**config.mk**
```make
export PLATFORM = sky130hd
export DESIGN_NAME = mul_sat_sequencer
export DESIGN_NICKNAME = d
export VERILOG_FILES = /design/src/rtl/mul_sat_sequencer.sv
export SDC_FILE = /design/constraint.sdc
export NUM_CORES = 1
export LEC_CHECK = 0
export ABC_AREA = 1
export CAP_MARGIN = 20
export CORE_ASPECT_RATIO = 0.6
export CORE_MARGIN = 2
export CORE_UTILIZATION = 45
export CTS_CLUSTER_SIZE = 8
export DETAILED_ROUTE_END_ITERATION = 16
export HOLD_SLACK_MARGIN = 0.1
export PLACE_DENSITY_LB_ADDON = 0.1
export SYNTH_ARGS = -nofsm -noshare
export SYNTH_HDL_FRONTEND = slang
export SYNTH_SLANG_ARGS = --single-unit
```
**constraint.sdc**
```tcl
create_clock -name clk -period 3 [get_ports clk]
set_clock_uncertainty 0.15 [all_clocks]
set_input_delay 0.9 -clock clk [delete_from_list [all_inputs] [get_ports clk]]
set_output_delay 0.9 -clock clk [all_outputs]
set_load 0.01 [all_outputs]
```
**src/rtl/mul_sat_sequencer.sv**
```systemverilog
// Sequential signed WIDTHxWIDTH shift-and-add multiplier with saturation to WIDTH bits.
// One operation takes exactly WIDTH RUN cycles and is followed by a one-cycle done pulse.
module mul_sat_sequencer #(
  parameter int WIDTH = 16
) (
  input  logic             clk,
  input  logic             rst_n,
  input  logic             start,
  input  logic [WIDTH-1:0] A,
  input  logic [WIDTH-1:0] B,
  output logic             busy,
  output logic             done,
  output logic [WIDTH-1:0] Result,
  output logic             Ovfl
);

  typedef enum logic [1:0] {
    IDLE = 2'd0,
    RUN  = 2'd1,
    DONE = 2'd2
  } state_t;

  localparam int CW = $clog2(WIDTH + 1);
  localparam logic [CW-1:0]        LAST_ITER = CW'(WIDTH - 1);
  localparam logic [WIDTH-1:0]     ONE       = {{(WIDTH-1){1'b0}}, 1'b1};
  localparam logic [WIDTH-1:0]     POS_SAT   = {1'b0, {(WIDTH-1){1'b1}}};
  localparam logic [WIDTH-1:0]     NEG_SAT   = {1'b1, {(WIDTH-1){1'b0}}};
  localparam logic [2*WIDTH-1:0]   POS_LIM   = {{(WIDTH+1){1'b0}}, {(WIDTH-1){1'b1}}};
  localparam logic [2*WIDTH-1:0]   NEG_LIM   = {{WIDTH{1'b0}}, 1'b1, {(WIDTH-1){1'b0}}};

  // Two's-complement magnitude; the most negative value maps onto itself as unsigned.
  function automatic logic [WIDTH-1:0] abs_val(input logic [WIDTH-1:0] v);
    logic [WIDTH-1:0] r;
    if (v[WIDTH-1]) begin
      r = ~v + ONE;
    end else begin
      r = v;
    end
    return r;
  endfunction

  // Returns {ovfl, result} for a signed magnitude product.
  function automatic logic [WIDTH:0] saturate(input logic neg, input logic [2*WIDTH-1:0] mag);
    logic [WIDTH:0] r;
    if (!neg) begin
      if (mag > POS_LIM) begin
        r = {1'b1, POS_SAT};
      end else begin
        r = {1'b0, mag[WIDTH-1:0]};
      end
    end else begin
      if (mag > NEG_LIM) begin
        r = {1'b1, NEG_SAT};
      end else begin
        r = {1'b0, ~mag[WIDTH-1:0] + ONE};
      end
    end
    return r;
  endfunction

  state_t               state_r;
  logic [CW-1:0]        cnt_r;
  logic [2*WIDTH-1:0]   acc_r;
  logic [2*WIDTH-1:0]   mcand_r;
  logic [WIDTH-1:0]     mplier_r;
  logic                 sign_r;
  logic [2*WIDTH-1:0]   acc_next_s;
  logic [WIDTH:0]       sat_s;

  // Next accumulator value and the saturated view of it for the final iteration.
  always_comb begin
    acc_next_s = acc_r;
    if (mplier_r[0]) begin
      acc_next_s = acc_r + mcand_r;
    end else begin
      acc_next_s = acc_r;
    end
    sat_s = saturate(sign_r, acc_next_s);
  end

  // Sequencer state, datapath registers and registered outputs.
  always_ff @(posedge clk or negedge rst_n) begin
    if (!rst_n) begin
      state_r  <= IDLE;
      busy     <= 1'b0;
      done     <= 1'b0;
      Result   <= '0;
      Ovfl     <= 1'b0;
      cnt_r    <= '0;
      acc_r    <= '0;
      mcand_r  <= '0;
      mplier_r <= '0;
      sign_r   <= 1'b0;
    end else begin
      case (state_r)
        IDLE, DONE: begin
          done <= 1'b0;
          if (start) begin
            sign_r   <= A[WIDTH-1] ^ B[WIDTH-1];
            mcand_r  <= {{WIDTH{1'b0}}, abs_val(A)};
            mplier_r <= abs_val(B);
            acc_r    <= '0;
            cnt_r    <= '0;
            busy     <= 1'b1;
            state_r  <= RUN;
          end else begin
            state_r  <= IDLE;
          end
        end
        RUN: begin
          acc_r    <= acc_next_s;
          mcand_r  <= {mcand_r[2*WIDTH-2:0], 1'b0};
          mplier_r <= {1'b0, mplier_r[WIDTH-1:1]};
          cnt_r    <= cnt_r + CW'(1);
          if (cnt_r == LAST_ITER) begin
            state_r <= DONE;
            busy    <= 1'b0;
            done    <= 1'b1;
            Result  <= sat_s[WIDTH-1:0];
            Ovfl    <= sat_s[WIDTH];
          end else begin
            state_r <= RUN;
          end
        end
        default: begin
          state_r <= IDLE;
          busy    <= 1'b0;
          done    <= 1'b0;
        end
      endcase
    end
  end

endmodule

```
==> out/results.ini <==
[synthesis]
yosys.area_share.xor_xnor_pct = 2.72
yosysUniqueCellTypes = 49
syn_area_mm2 = 0.00871
synth-edff-count = 0
synth_compound_area_share_pct = 11.5
synth_fp_nets = 1420
synth_simple_gate_area_share_pct = 36.7
synth_top_family_by_area = simple AND/OR/NAND/NOR gates
synth_cells = 1347
yosysSeqAreaShare_pct = 30.8
synth_fa_ha_area_share_pct = 5.55
synth_warnings = 0
muxShareOfSynthArea_pct = 0
synth.avg_cell_area_um2 = 6.46
ys.flop_type = dfrtp_1
ys_ff_latch = 107
synthArstFlopShare_pct = 100

[setup_path]
timing.rr.start = mcand_r[4]
r2r-end = Ovfl
crit_arrival_ns = 3.14
cp.required_ns = 3.09
critPathLaunch = mcand_r[4]
crit_type = reg2reg
worstPathMaxFanout = 6
critPathCapture = Ovfl
cp-end-kind = flip-flop
ff2ff_path_depth = 20
crit_path_start_kind = flip-flop
r2r_slack_ns = -0.05

[place]
place_congestion = 0.981
io_buffer_count = 53
placed_cells = 1782
placed_cell_area_mm2 = 0.0107
place_hpwl_um = 22900

[floorplanning]
die_height_um = 112
pin_count = 54
row_count = 39
core-area_mm2 = 0.0190
die_area_mm2 = 0.0205
start_util_pct = 45.9
chipWidth_um = 184

[cts]
h-tree-depth = 3
cts_made_buffers = 9
cts_buffer_depth = 2
root_buffer = clkbuf_16
cts_tree = done
clk_latency_ns = 0.36
path_clk_slew_ns = 0.08
clock-sinks = 107

[global_routing]
grt_pass1_wl_um = 46000
grt_pass1_vias = 8486
overflow = 0
antenna_found_initial = 0
grt_max_degree = 58
grt_usage_pct = 29.1

[power]
p_leak_nw = 6.20
power_w = 0.0149
irDropWorstVdd_v = 0.000520
powerDensity_mw_per_mm2 = 1230

[final_layout]
antenna_cells = 0
final_nets = 1642
stdcell_count = 1820
finish.instance_area_mm2 = 0.0121
layout-drive-gt1-share_pct = 28.5
syn2layout_area_growth_pct = 38.9

[sta]
fin_crit_ns = 3.05
fin_ws_ns = -0.0455
fin_hold_ws_ns = 0.329
finalMaxSlewViolations = 0
max_slew.worst_pin.slew_ns = 0.503
max_slew_margin_pct = 66.4
max_freq_ghz = 0.328
setup_viol = 6
hold_viol = 0
finalCritPeriodShare_pct = 102
rsz0062_at_grt = yes

[run_status]
status = complete, but fails checks
violations = negative setup slack

[route]
wl_um = 30300
vias_per_cell = 5.26
vias = 9580
drt_first_pass_iters = 5
drc = 0
drt-initial-drc-count = 910
wl_per_cell_um = 16.6
final_antenna_net_count = 0

[worst_hold_path]
hold_class = in2async

[flow_run]
maxCapViolations = 0

-- kinds of logic (layout without fill, tap and decap cells) --
logic type	count (synthesis)	after routing
simple gates	735	735
buf+inv	290	517
compound gates	150	150
flops	107	107
fa+ha+maj	38	38
xor+xnor	27	27
-- per-layer routing --
| metal | up-vias | global-route usage (%) | wire length, um |
|---|---|---|---|
| met5 | - | 0 | 0 |
| met4 | 0 | 4.43 | 222 |
| met3 | 17 | 8.24 | 2950 |
| met2 | 392 | 37.9 | 11800 |
| met1 | 4472 | 47.1 | 15300 |
| li1 | 4699 | - | - |
-- placed cells by master, fill, tap and decap left out, types with 18 or more instances in the layout --
cell,instances
o221ai_1,18
o21ai_0,29
inv_1,232
o22ai_1,35
dfrtp_1,97
nor2_1,73
nand3_2,24
nor2_4,18
buf_4,191
ha_4,26
nand3_1,65
nand4_1,20
nand2_2,63
clkdlybuf4s50_1,52
xor2_1,23
nor2_2,19
nand2_1,401
-- worst min-delay path by stage --
stage	start	to	slack, ns	cells after the start
final	rst_n	mcand_r[18]	0.33	1
after detailed placement	Result[1]	Result[1]	0.31	2
after global routing	Result[1]	Result[1]	0.34	2
after global placement	Result[14]	Result[14]	0.31	2
after floorplan	mplier_r[15]	mplier_r[15]	0.30	2
after CTS	Result[1]	Result[1]	0.33	2
-- worst max-delay path, cell delays in order, from the launching register on --
cell	delay (ns)
dfrtp_2	0.49
ha_4	0.27
nand2_2	0.12
inv_1	0.06
nand2_2	0.09
nand2_1	0.05
nand2_1	0.09
nand3_4	0.13
nand2_1	0.12
nand2_1	0.08
nand2_1	0.08
nand3_2	0.11
nand2_2	0.11
nand2_1	0.09
inv_2	0.06
nand2_1	0.07
nor2_4	0.22
nand3_4	0.19
nand2_4	0.15
buf_4	0.12
a21boi_1	0.05
-- timing repair --
item | 4_1_cts | 5_1_grt
hold buffers | 0 | 0
setup buffers | 7 | 15
setup endpoints to repair | 17 | 20
pin swaps | 21 | 46
resized for setup | 76 | 132
-- registers in the layout (all words and copies together) (netlist names) --
name / cells
acc_r: 32
mcand_r: 32
Result: 16
mplier_r: 16
cnt_r: 5
state_r: 2
Ovfl: 1
busy: 1
done: 1
sign_r: 1
-- cell usage after synthesis (3+ instances only) --
| library cell | count | share of area [%] |
|---|---|---|
| inv_2 | 6 | 0.26 |
| nand3_2 | 8 | 0.92 |
| a21oi_1 | 24 | 1.4 |
| clkinv_1 | 6 | 0.26 |
| nand4_1 | 20 | 1.4 |
| nand3_1 | 84 | 4.8 |
| o21bai_1 | 5 | 0.43 |
| nand2_1 | 458 | 20 |
| a22o_1 | 7 | 0.70 |
| o22ai_1 | 35 | 2.5 |
| or2_2 | 12 | 0.86 |
| o211ai_1 | 10 | 0.86 |
| clkbuf_1 | 27 | 1.2 |
| o21ai_1 | 3 | 0.17 |
| buf_1 | 3 | 0.13 |
| buf_2 | 5 | 0.29 |
| a21boi_1 | 4 | 0.34 |
| nor3_1 | 11 | 0.63 |
| nand2_4 | 3 | 0.39 |
| nor2_2 | 13 | 0.93 |
| nor2_1 | 95 | 4.1 |
| nand3b_1 | 6 | 0.52 |
| nand2_2 | 15 | 1.1 |
| o21ai_2 | 3 | 0.30 |
| dfrtp_1 | 107 | 31 |
| o221ai_1 | 18 | 1.8 |
| inv_1 | 241 | 10 |
| xor2_1 | 23 | 2.3 |
| o21ai_0 | 29 | 1.7 |
| ha_1 | 37 | 5.3 |
| xnor2_1 | 4 | 0.40 |
-- layout make-up --
type	instances	area, um2
clock buffers	11	233
clock inverters	5	43.8
fillers	1724	6890
inverters	253	952
multi-input cells	950	5830
flip-flops and latches	107	2690
well taps	246	308
repair buffers	248	2040
-- power by group --
part	internal, W	leakage (nW)	switching, W
Combinational	0.00472	4.73	0.00632
Clock	0.000578	0.129	0.000599
Sequential	0.00207	1.35	0.000597
Total	0.00737	6.20	0.00751
-- through the flow --
stage	utilization, %	TNS [ns]	worst slack, ns
after global routing	63.7	-2.00	-0.177
after floorplan	-	0	0.238
after CTS	60.5	-0.234	-0.0658
final	63.7	-0.138	-0.0455
after global placement	56.5	-3.47	-0.212
after detailed placement	56.5	-3.97	-0.221
Note: power is estimated with default switching activity, not from simulation.
